**src/rtl/forward_ctrl.sv**
```systemverilog
// forward_ctrl: EX operand forwarding selects and load-use stall control for a 5-stage pipeline.
// Ports:
//   clk_i, rst_i                  clock and synchronous active-high reset
//   id_valid_i                    ID stage holds a real instruction
//   id_rs_i, id_rt_i              ID source register numbers
//   id_uses_rt_i                  ID instruction reads rt
//   id_dst_i                      ID destination register
//   id_regwrite_i, id_memread_i   ID writes a register / is a load
//   flush_i                       kill the instruction entering EX
//   fwd_a_sel_o, fwd_b_sel_o      00 regfile, 01 EX/MEM, 10 MEM/WB
//   stall_o                       hold PC and IF/ID this cycle
//   stall_count_o                 saturating count of stall cycles
module forward_ctrl (
  input  logic        clk_i,
  input  logic        rst_i,
  input  logic        id_valid_i,
  input  logic [4:0]  id_rs_i,
  input  logic [4:0]  id_rt_i,
  input  logic        id_uses_rt_i,
  input  logic [4:0]  id_dst_i,
  input  logic        id_regwrite_i,
  input  logic        id_memread_i,
  input  logic        flush_i,
  output logic [1:0]  fwd_a_sel_o,
  output logic [1:0]  fwd_b_sel_o,
  output logic        stall_o,
  output logic [15:0] stall_count_o
);
  typedef struct packed {
    logic       valid;
    logic [4:0] rs;
    logic [4:0] rt;
    logic       uses_rt;
    logic [4:0] dst;
    logic       regwrite;
    logic       memread;
  } stage_t;
  stage_t ex_q, mem_q, wb_q, ex_d, id_s;
  logic [15:0] stall_cnt_q, stall_cnt_d;
  // MEM result wins over WB; register 0 is hardwired and never forwarded
  function automatic logic [1:0] fwd_sel(input stage_t ex, input stage_t mem, input stage_t wb, input logic [4:0] r);
    return !ex.valid ? 2'b00 :
           (mem.valid && mem.regwrite && mem.dst != 5'd0 && mem.dst == r) ? 2'b01 :
           (wb.valid && wb.regwrite && wb.dst != 5'd0 && wb.dst == r) ? 2'b10 : 2'b00;
  endfunction
  always_comb begin
    id_s = '{valid: id_valid_i, rs: id_rs_i, rt: id_rt_i, uses_rt: id_uses_rt_i,
             dst: id_dst_i, regwrite: id_regwrite_i, memread: id_memread_i};
    stall_o = id_valid_i && ex_q.valid && ex_q.memread && ex_q.dst != 5'd0 &&
              (ex_q.dst == id_rs_i || (id_uses_rt_i && ex_q.dst == id_rt_i)) && !flush_i;
    ex_d = (stall_o || flush_i) ? '0 : id_s;
    stall_cnt_d = (stall_o && stall_cnt_q != 16'hFFFF) ? stall_cnt_q + 16'd1 : stall_cnt_q;
    fwd_a_sel_o = fwd_sel(ex_q, mem_q, wb_q, ex_q.rs);
    fwd_b_sel_o = ex_q.uses_rt ? fwd_sel(ex_q, mem_q, wb_q, ex_q.rt) : 2'b00;
  end
  assign stall_count_o = stall_cnt_q;
  always_ff @(posedge clk_i) begin
    if (rst_i) begin
      ex_q        <= '0;
      mem_q       <= '0;
      wb_q        <= '0;
      stall_cnt_q <= '0;
    end else begin
      ex_q        <= ex_d;
      mem_q       <= ex_q;
      wb_q        <= mem_q;
      stall_cnt_q <= stall_cnt_d;
    end
  end
endmodule
```
**config.mk**
```make
export PLATFORM = sky130hd
export DESIGN_NAME = forward_ctrl
export DESIGN_NICKNAME = d
export VERILOG_FILES = /design/src/rtl/forward_ctrl.sv
export SDC_FILE = /design/constraint.sdc
export NUM_CORES = 1
export LEC_CHECK = 0
export BUFFER_PORTS_ARGS = -buffer_cell sky130_fd_sc_hd__buf_4
export CAP_MARGIN = 20
export CELL_PAD_IN_SITES_DETAIL_PLACEMENT = 0
export CELL_PAD_IN_SITES_GLOBAL_PLACEMENT = 1
export CORE_UTILIZATION = 45
export CTS_BUF_LIST = sky130_fd_sc_hd__clkbuf_16
export CTS_CLUSTER_SIZE = 30
export DETAILED_ROUTE_END_ITERATION = 7
export GPL_ROUTABILITY_DRIVEN = 0
export GPL_TIMING_DRIVEN = 0
export MAX_ROUTING_LAYER = met4
export PLACE_DENSITY = 0.94
export SLEW_MARGIN = 30
export SYNTH_ARGS = -nofsm -noshare
export SYNTH_HDL_FRONTEND = slang
export SYNTH_SLANG_ARGS = --single-unit
```
**constraint.sdc**
```tcl
create_clock -name clk_i -period 3.23 [get_ports clk_i]
set_input_delay 0.4845 -clock clk_i [delete_from_list [all_inputs] [get_ports clk_i]]
set_output_delay 0.4845 -clock clk_i [all_outputs]
set_load 0.01 [all_outputs]
```
==> results of run 1 <==
-- per-stage QoR --
stage | instance area [um2] | setup WS, ns | instances | hold slack [ns]
after CTS | 2850 | 0.783 | 353 | 0.399
after global placement | 2680 | 0.914 | 345 | 0.421
after floorplan | 2280 | 1.11 | 236 | 0.414
after global routing | 2850 | 0.585 | 353 | 0.398
after detailed placement | 2680 | 0.845 | 345 | 0.436
final | 2850 | 0.790 | 353 | 0.399
-- worst max-delay path by stage --
stage	from	end	slack [ns]	cells after the start
4_1_cts	ex_q[2]	stall_o	0.78	6
2_1_floorplan	stall_count_o[0]	stall_count_o[15]	1.11	6
3_5_place_dp	id_rt_i[0]	stall_count_o[2]	0.84	7
3_3_place_gp	id_rt_i[0]	stall_o	0.91	7
6_report	ex_q[2]	stall_o	0.79	6
5_1_grt	ex_q[2]	stall_o	0.59	6
-- state kept, by name, indices dropped and copies added, names as in the netlist --
register       count
wb_q               7
ex_q              19
stall_count_o     16
mem_q              7
-- synthesized netlist by cell type (2+ instances only) --
| cell | instances | area, um2 |
|---|---|---|
| dfxtp_1 | 49 | 981 |
| nor2b_1 | 23 | 144 |
| and2_1 | 21 | 131 |
| xnor2_1 | 18 | 158 |
| xor2_1 | 12 | 105 |
| nor4_1 | 10 | 62.6 |
| nor2_1 | 9 | 33.8 |
| nand3_1 | 8 | 40.0 |
| clkbuf_1 | 7 | 26.3 |
| nand4_1 | 7 | 43.8 |
| or4_1 | 7 | 52.6 |
| a21oi_1 | 6 | 30.0 |
| mux2_2 | 6 | 67.6 |
| nor3_1 | 6 | 30.0 |
| nand2_1 | 5 | 18.8 |
| o211ai_1 | 4 | 30.0 |
| o31ai_1 | 4 | 30.0 |
| and3_1 | 3 | 18.8 |
| nand2b_1 | 3 | 18.8 |
| and4_1 | 2 | 17.5 |
| o21ai_0 | 2 | 10.0 |
| or3_1 | 2 | 12.5 |
| or4_4 | 2 | 22.5 |
-- metal layers --
metal / routed length (um) / part of all wire, % / vias to the layer above
met5: 0 / 0 / -
met4: 44 / 0.88 / 0
met3: 160 / 3.2 / 5
met2: 2470 / 50 / 40
met1: 2300 / 46 / 857
li1: - / - / 946
-- area by class of cell --
cell class | count | area share [%]
Buffer | 8 | 1.32
Clock buffer | 5 | 4.39
Clock inverter | 3 | 1.54
Inverter | 1 | 0.132
Multi-Input combinational cell | 178 | 44.2
Sequential cell | 49 | 34.4
Tap cell | 67 | 2.94
Timing Repair Buffer | 42 | 11.1
-- worst register-to-register path: cells and delay by family, from the launching register on --
| family | cells | cell delay (ns) |
|---|---|---|
| DFF | 1 | 0.36 |
| and+or+nand+nor | 4 | 1.18 |
| adders and majority gates | 1 | 0.24 |
| muxes | 1 | 0.37 |
-- power breakdown --
group | total (mW) | leakage (nW) | switching, mW | internal, mW
Clock | 0.583 | 0.0842 | 0.216 | 0.366
Combinational | 0.0949 | 0.636 | 0.0456 | 0.0493
Sequential | 0.632 | 0.399 | 0.0141 | 0.618
Total | 1.31 | 1.12 | 0.276 | 1.03
-- cell families (layout without fill, tap and decap cells) --
logic type                 Yosys count  in the layout  synth area share (%)
AOI/OAI and AO/OA                   25             25                  8.99
xor gates and xnor gates            30             30                  11.5
adders and majority gates            1              1                 0.548
buffers and inverters                9             59                  1.81
DFF                                 49             49                  43.0
muxes                                8              8                  3.89
and+or+nand+nor                    114            114                  30.3
-- placed cells by master, fill, tap and decap left out, types with 5 or more instances in the layout --
cell type | Yosys | layout
clkbuf_16 | 0 | 5
nand2_1 | 5 | 5
xnor2_1 | 18 | 18
a21oi_1 | 6 | 6
nor2_1 | 9 | 9
mux2_2 | 6 | 6
clkbuf_1 | 7 | 7
nand4_1 | 7 | 7
nor2b_1 | 23 | 23
nor4_1 | 10 | 10
and2_1 | 21 | 21
dfxtp_1 | 49 | 49
xor2_1 | 12 | 12
nand3_1 | 8 | 8
or4_1 | 7 | 7
nor3_1 | 6 | 6
buf_4 | 0 | 42
==> flow_summary.ini, run 1 <==
[run_status]
status = finished clean

[power_and_ir_drop]
total_power_mw = 1.31
peakVddDrop_mv = 0.227
power_density_nw_per_um2 = 459
p_leak_nw = 1.12

[clocking]
cts_tree = yes
htree_levels = 2
cts.sinks = 49
clk_latency_ns = 0.28
cts_setup_buffers = 0
cts-root-buf = clkbuf_16
cts_buffers = 5
cts.path.max_buffers = 2
ctsHoldBuffers = 0
clk_pin_slew_worst_paths_ns = 0.07
cts_resized = 0

[floorplanning]
row_count = 25
initial_core_util_pct = 47.4
coreArea_um2 = 4820
die_width_um = 73.2
die_area_um2 = 5360
die_y_um = 73.2
ios = 43

[worst_setup_path]
critPathLaunchType = flip-flop
cp_max_fo = 10
reg2reg_to = stall_count_o[15]
reg2regPathDepth = 6
crit_arrival_ns = 1.96
crit_required_ns = 2.75
rrSetupSlack_ns = 0.97
worstPathCellList = xnor2_1 -> nand4_1 -> o22a_1 -> clkbuf_1 -> nor3_1 -> buf_4
path_class = flip-flop to output pin
crit_family = flip-flops
slowest_delay_ns = 0.46
cp_slowest_cell = dfxtp_1
cp-end-kind = output pin
timing.critical_path.buf_inv = 2
r2r_start = stall_count_o[0]

[timing]
fin_crit_sh_pct = 75.5
setup_tns_ns = 0
relSlewSlack_pct = 65.1
max_freq_mhz = 410
skew_ns = 0.00538
rsz0062_at_grt = no
tightest_slew_ns = 0.523
maxSlewViolCount = 0
finalHoldViolations = 0
finalSetupViolations = 0
min_period_ns = 2.44

[yosys]
synth_async_sr_flop_share_pct = 0
syn_area_per_cell_um2 = 9.68
synth_warnings = 0
synth.distinct_cells = 43
synth_flop_cell = dfxtp_1
syn_nets = 259
synth_cells = 236
syn-cell-area_um2 = 2280
synth-edff-count = 0
synth_seq_cells = 49
seq_area_frac_synth_pct = 43.0

[hold_path]
min_path_type = primary input to flip-flop
hold_start = id_dst_i[4]
hold_end = ex_q[6]
holdPathStages = 2

[routing]
drt_iter0_markers = 92
drtPass1Iterations = 4
vias = 1848
wirelength_um = 4980
vias_per_cell = 5.24
drc_errors = 0
antenna_left = 0
detail_route.wl_per_cell_um = 14.1

[place]
port_buffers = 42
hpwl_um = 3740

[finish]
drive_gt1_share_pct = 22.4
fin_util_pct = 59.2
syn_to_final_growth_pct = 24.9
regArea_um2 = 981
n_fill_cell = 454
num_antenna_cells = 0
multi_input_area_um2 = 1260
nNetsFinal = 308

[global_route]
track_usage_pct = 20.8
grt_use_met3_pct = 3.31
grt_util_met1_pct = 25.4
grt-busiest-layer = met2
gr-usage-met2_pct = 35.0
grt_pass1_wl_um = 8090
grt_pass1_vias = 1679
grt_start_max_net_pins = 17
antenna_found_initial = 0
grt_overflow = 0

[flow_run]
drv_cap = 0
Note: power is estimated with default switching activity, not from simulation.
==> run 2, diff against run 1 <==
Settings changed: CORE_UTILIZATION 45 to 38, PLACE_DENSITY 0.94 to 0.85.
Clock period 3.23 ns to 2 ns, I/O delays scaled along.
==> run 2 against run 1 <==
  * The flow now finishes with violations (negative setup slack)
  * Final cell count is 4.5% higher
  * Clock power is 40% higher
  * Utilization is 4.2 points lower
  * Largest cell class unchanged
  * Register-to-register slack worse by 0.97 ns
  * Critical endpoint is now fwd_b_sel_o[0]
  * Non-clock buffer count is 11 higher
  * Sequential power is 60% higher
==> flow_summary.ini, run 2 (synthesis results as in run 1) <==
[timing]
max_freq_mhz = 454
relSlewSlack_pct = 63.2
maxSlewViolCount = 0
fin_ws_ns = -0.203
finalSetupViolations = 5
finalHoldViolations = 0
fin_crit_sh_pct = 110
rsz0062_at_grt = yes
min_period_ns = 2.20
tightest_slew_ns = 0.552
skew_ns = 0.00540

[worst_setup_path]
crit_start = mem_q[6]
crit_family = simple AND/OR/NAND/NOR gates
timing.critical_path.buf_inv = 2
critPathLaunchType = flip-flop
crit_arrival_ns = 1.90
cp_max_fo = 2
path_class = flip-flop to output pin
slowest_delay_ns = 0.52
cp-end-kind = output pin
r2r_start = stall_count_o[1]
crit_required_ns = 1.70
worstPathCellList = or4_4 -> o211ai_1 -> buf_4 -> nor4_2 -> and3_1 -> buf_6
cp_slowest_cell = or4_4

[place]
pre_cts_ws_ns = -0.145
port_buffers = 42
hpwl_um = 3810
placed_cells = 350

[floorplanning]
ios = 43
die_y_um = 79.5
die_width_um = 79.5
initial_core_util_pct = 40.5
row_count = 27
coreArea_um2 = 5640
die_area_um2 = 6320

[power_and_ir_drop]
seq_power_share_pct = 50.6
peakVddDrop_mv = 0.345
p_switching_mw = 0.458
p_clk_share_pct = 40.7
p_int_mw = 1.54
power_density_nw_per_um2 = 645
comb_power_share_pct = 8.7
swShare_pct = 22.9
p_leak_nw = 1.21

[global_route]
grt_overflow = 0
grt_start_max_net_pins = 16
track_usage_pct = 18.0
grt_pass1_wl_um = 8610
antenna_found_initial = 0
grt_pass1_vias = 1812

[clocking]
cts.path.max_buffers = 2
cts_buffers = 5
cts.sinks = 49
cts-root-buf = clkbuf_16
clk_pin_slew_worst_paths_ns = 0.06
htree_levels = 2
cts_tree = yes
clk_latency_ns = 0.29

[hold_path]
min_path_type = primary input to flip-flop
hold_start = id_memread_i

[run_status]
violations = negative setup slack
status = complete, but fails checks

[flow_run]
drv_cap = 0

[routing]
drtPass1Iterations = 4
vias = 1914
antenna_left = 0
wirelength_um = 5370
drt_iter0_markers = 63
detail_route.wl_per_cell_um = 14.6
vias_per_cell = 5.19
drc_errors = 0

[finish]
largest_register = ex_q
nNetsFinal = 319
layout.cells.non_filler = 369
largest_register_ffs = 19
n_fill_cell = 500
num_antenna_cells = 0
layout_commonest_cell = buf_4
final_cell_mix = buf_4, dfxtp_1, nor2b_1, and2_1, xnor2_1
drive_gt1_share_pct = 37.4
syn_to_final_growth_pct = 35.8
run 2: layer usage:
metal / track usage (%) / routed length (um) / vias to the layer above / share of wire [%]
li1: - / - / 962 / -
met1: 22.7 / 2460 / 905 / 46
met2: 28.9 / 2620 / 38 / 49
met3: 2.97 / 200 / 9 / 3.7
met4: 6.91 / 97 / 0 / 1.8
met5: - / 0 / - / 0
run 2: power groups by stage:
| stage | Clock [mW] | Combinational [mW] | Sequential [mW] |
|---|---|---|---|
| 6_report | 0.814 | 0.174 | 1.01 |
| 5_1_grt | 0.872 | 0.189 | 1.01 |
| 4_1_cts | 0.829 | 0.162 | 1.02 |
| 2_1_floorplan | 0 | 0.0899 | 1.04 |
| 3_3_place_gp | 0 | 0.147 | 1.04 |
| 3_5_place_dp | 0 | 0.150 | 1.04 |
run 2: worst register-to-register path, delay by kind of cell (launching register included):
| kind | cells | cell delay (ns) |
|---|---|---|
| compound gates | 1 | 0.12 |
| fa+ha+maj | 1 | 0.16 |
| flops | 1 | 0.36 |
| simple gates | 4 | 1.28 |
run 2: worst paths after layout:
path         depth (start not counted)  slack [ns]           endpoint
max reg2reg                          6           0  stall_count_o[13]
min reg2reg                          1        0.46           mem_q[1]
max                                  6       -0.20     fwd_b_sel_o[0]
min                                  2        0.21            ex_q[0]
run 2: area by class of cell:
cell class	count	area (um2)	area share (%)
Timing Repair Buffer	53	409	13.2
Clock buffer	5	125	4.04
Clock inverter	3	17.5	0.565
Inverter	1	3.75	0.121
Buffer	8	45.0	1.45
Multi-Input combinational cell	178	1390	44.7
Sequential cell	49	1020	33.0
Tap cell	72	90.1	2.91
run 2: through the flow:
step                hold WS [ns]  total power, mW  utilization, %  TNS (ns)  area [um2]
global placement           0.424             1.19            48.2     -1.51        2720
detailed placement         0.426             1.19            48.2     -1.82        2720
global route               0.220             2.08            55.0     -1.15        3100
finish                     0.214             2.00            55.0    -0.608        3100
CTS                        0.213             2.01            53.1    -0.657        3000
floorplan                  0.414             1.12               -         0        2310
run 2: repair_timing:
action                                  4_1_cts  5_1_grt
setup buffers                                 7        4
pin swaps                                    10       10
endpoints found under the setup margin       28       26
hold buffers                                  0        0
resized for setup                            28       20
cloned                                        0        0
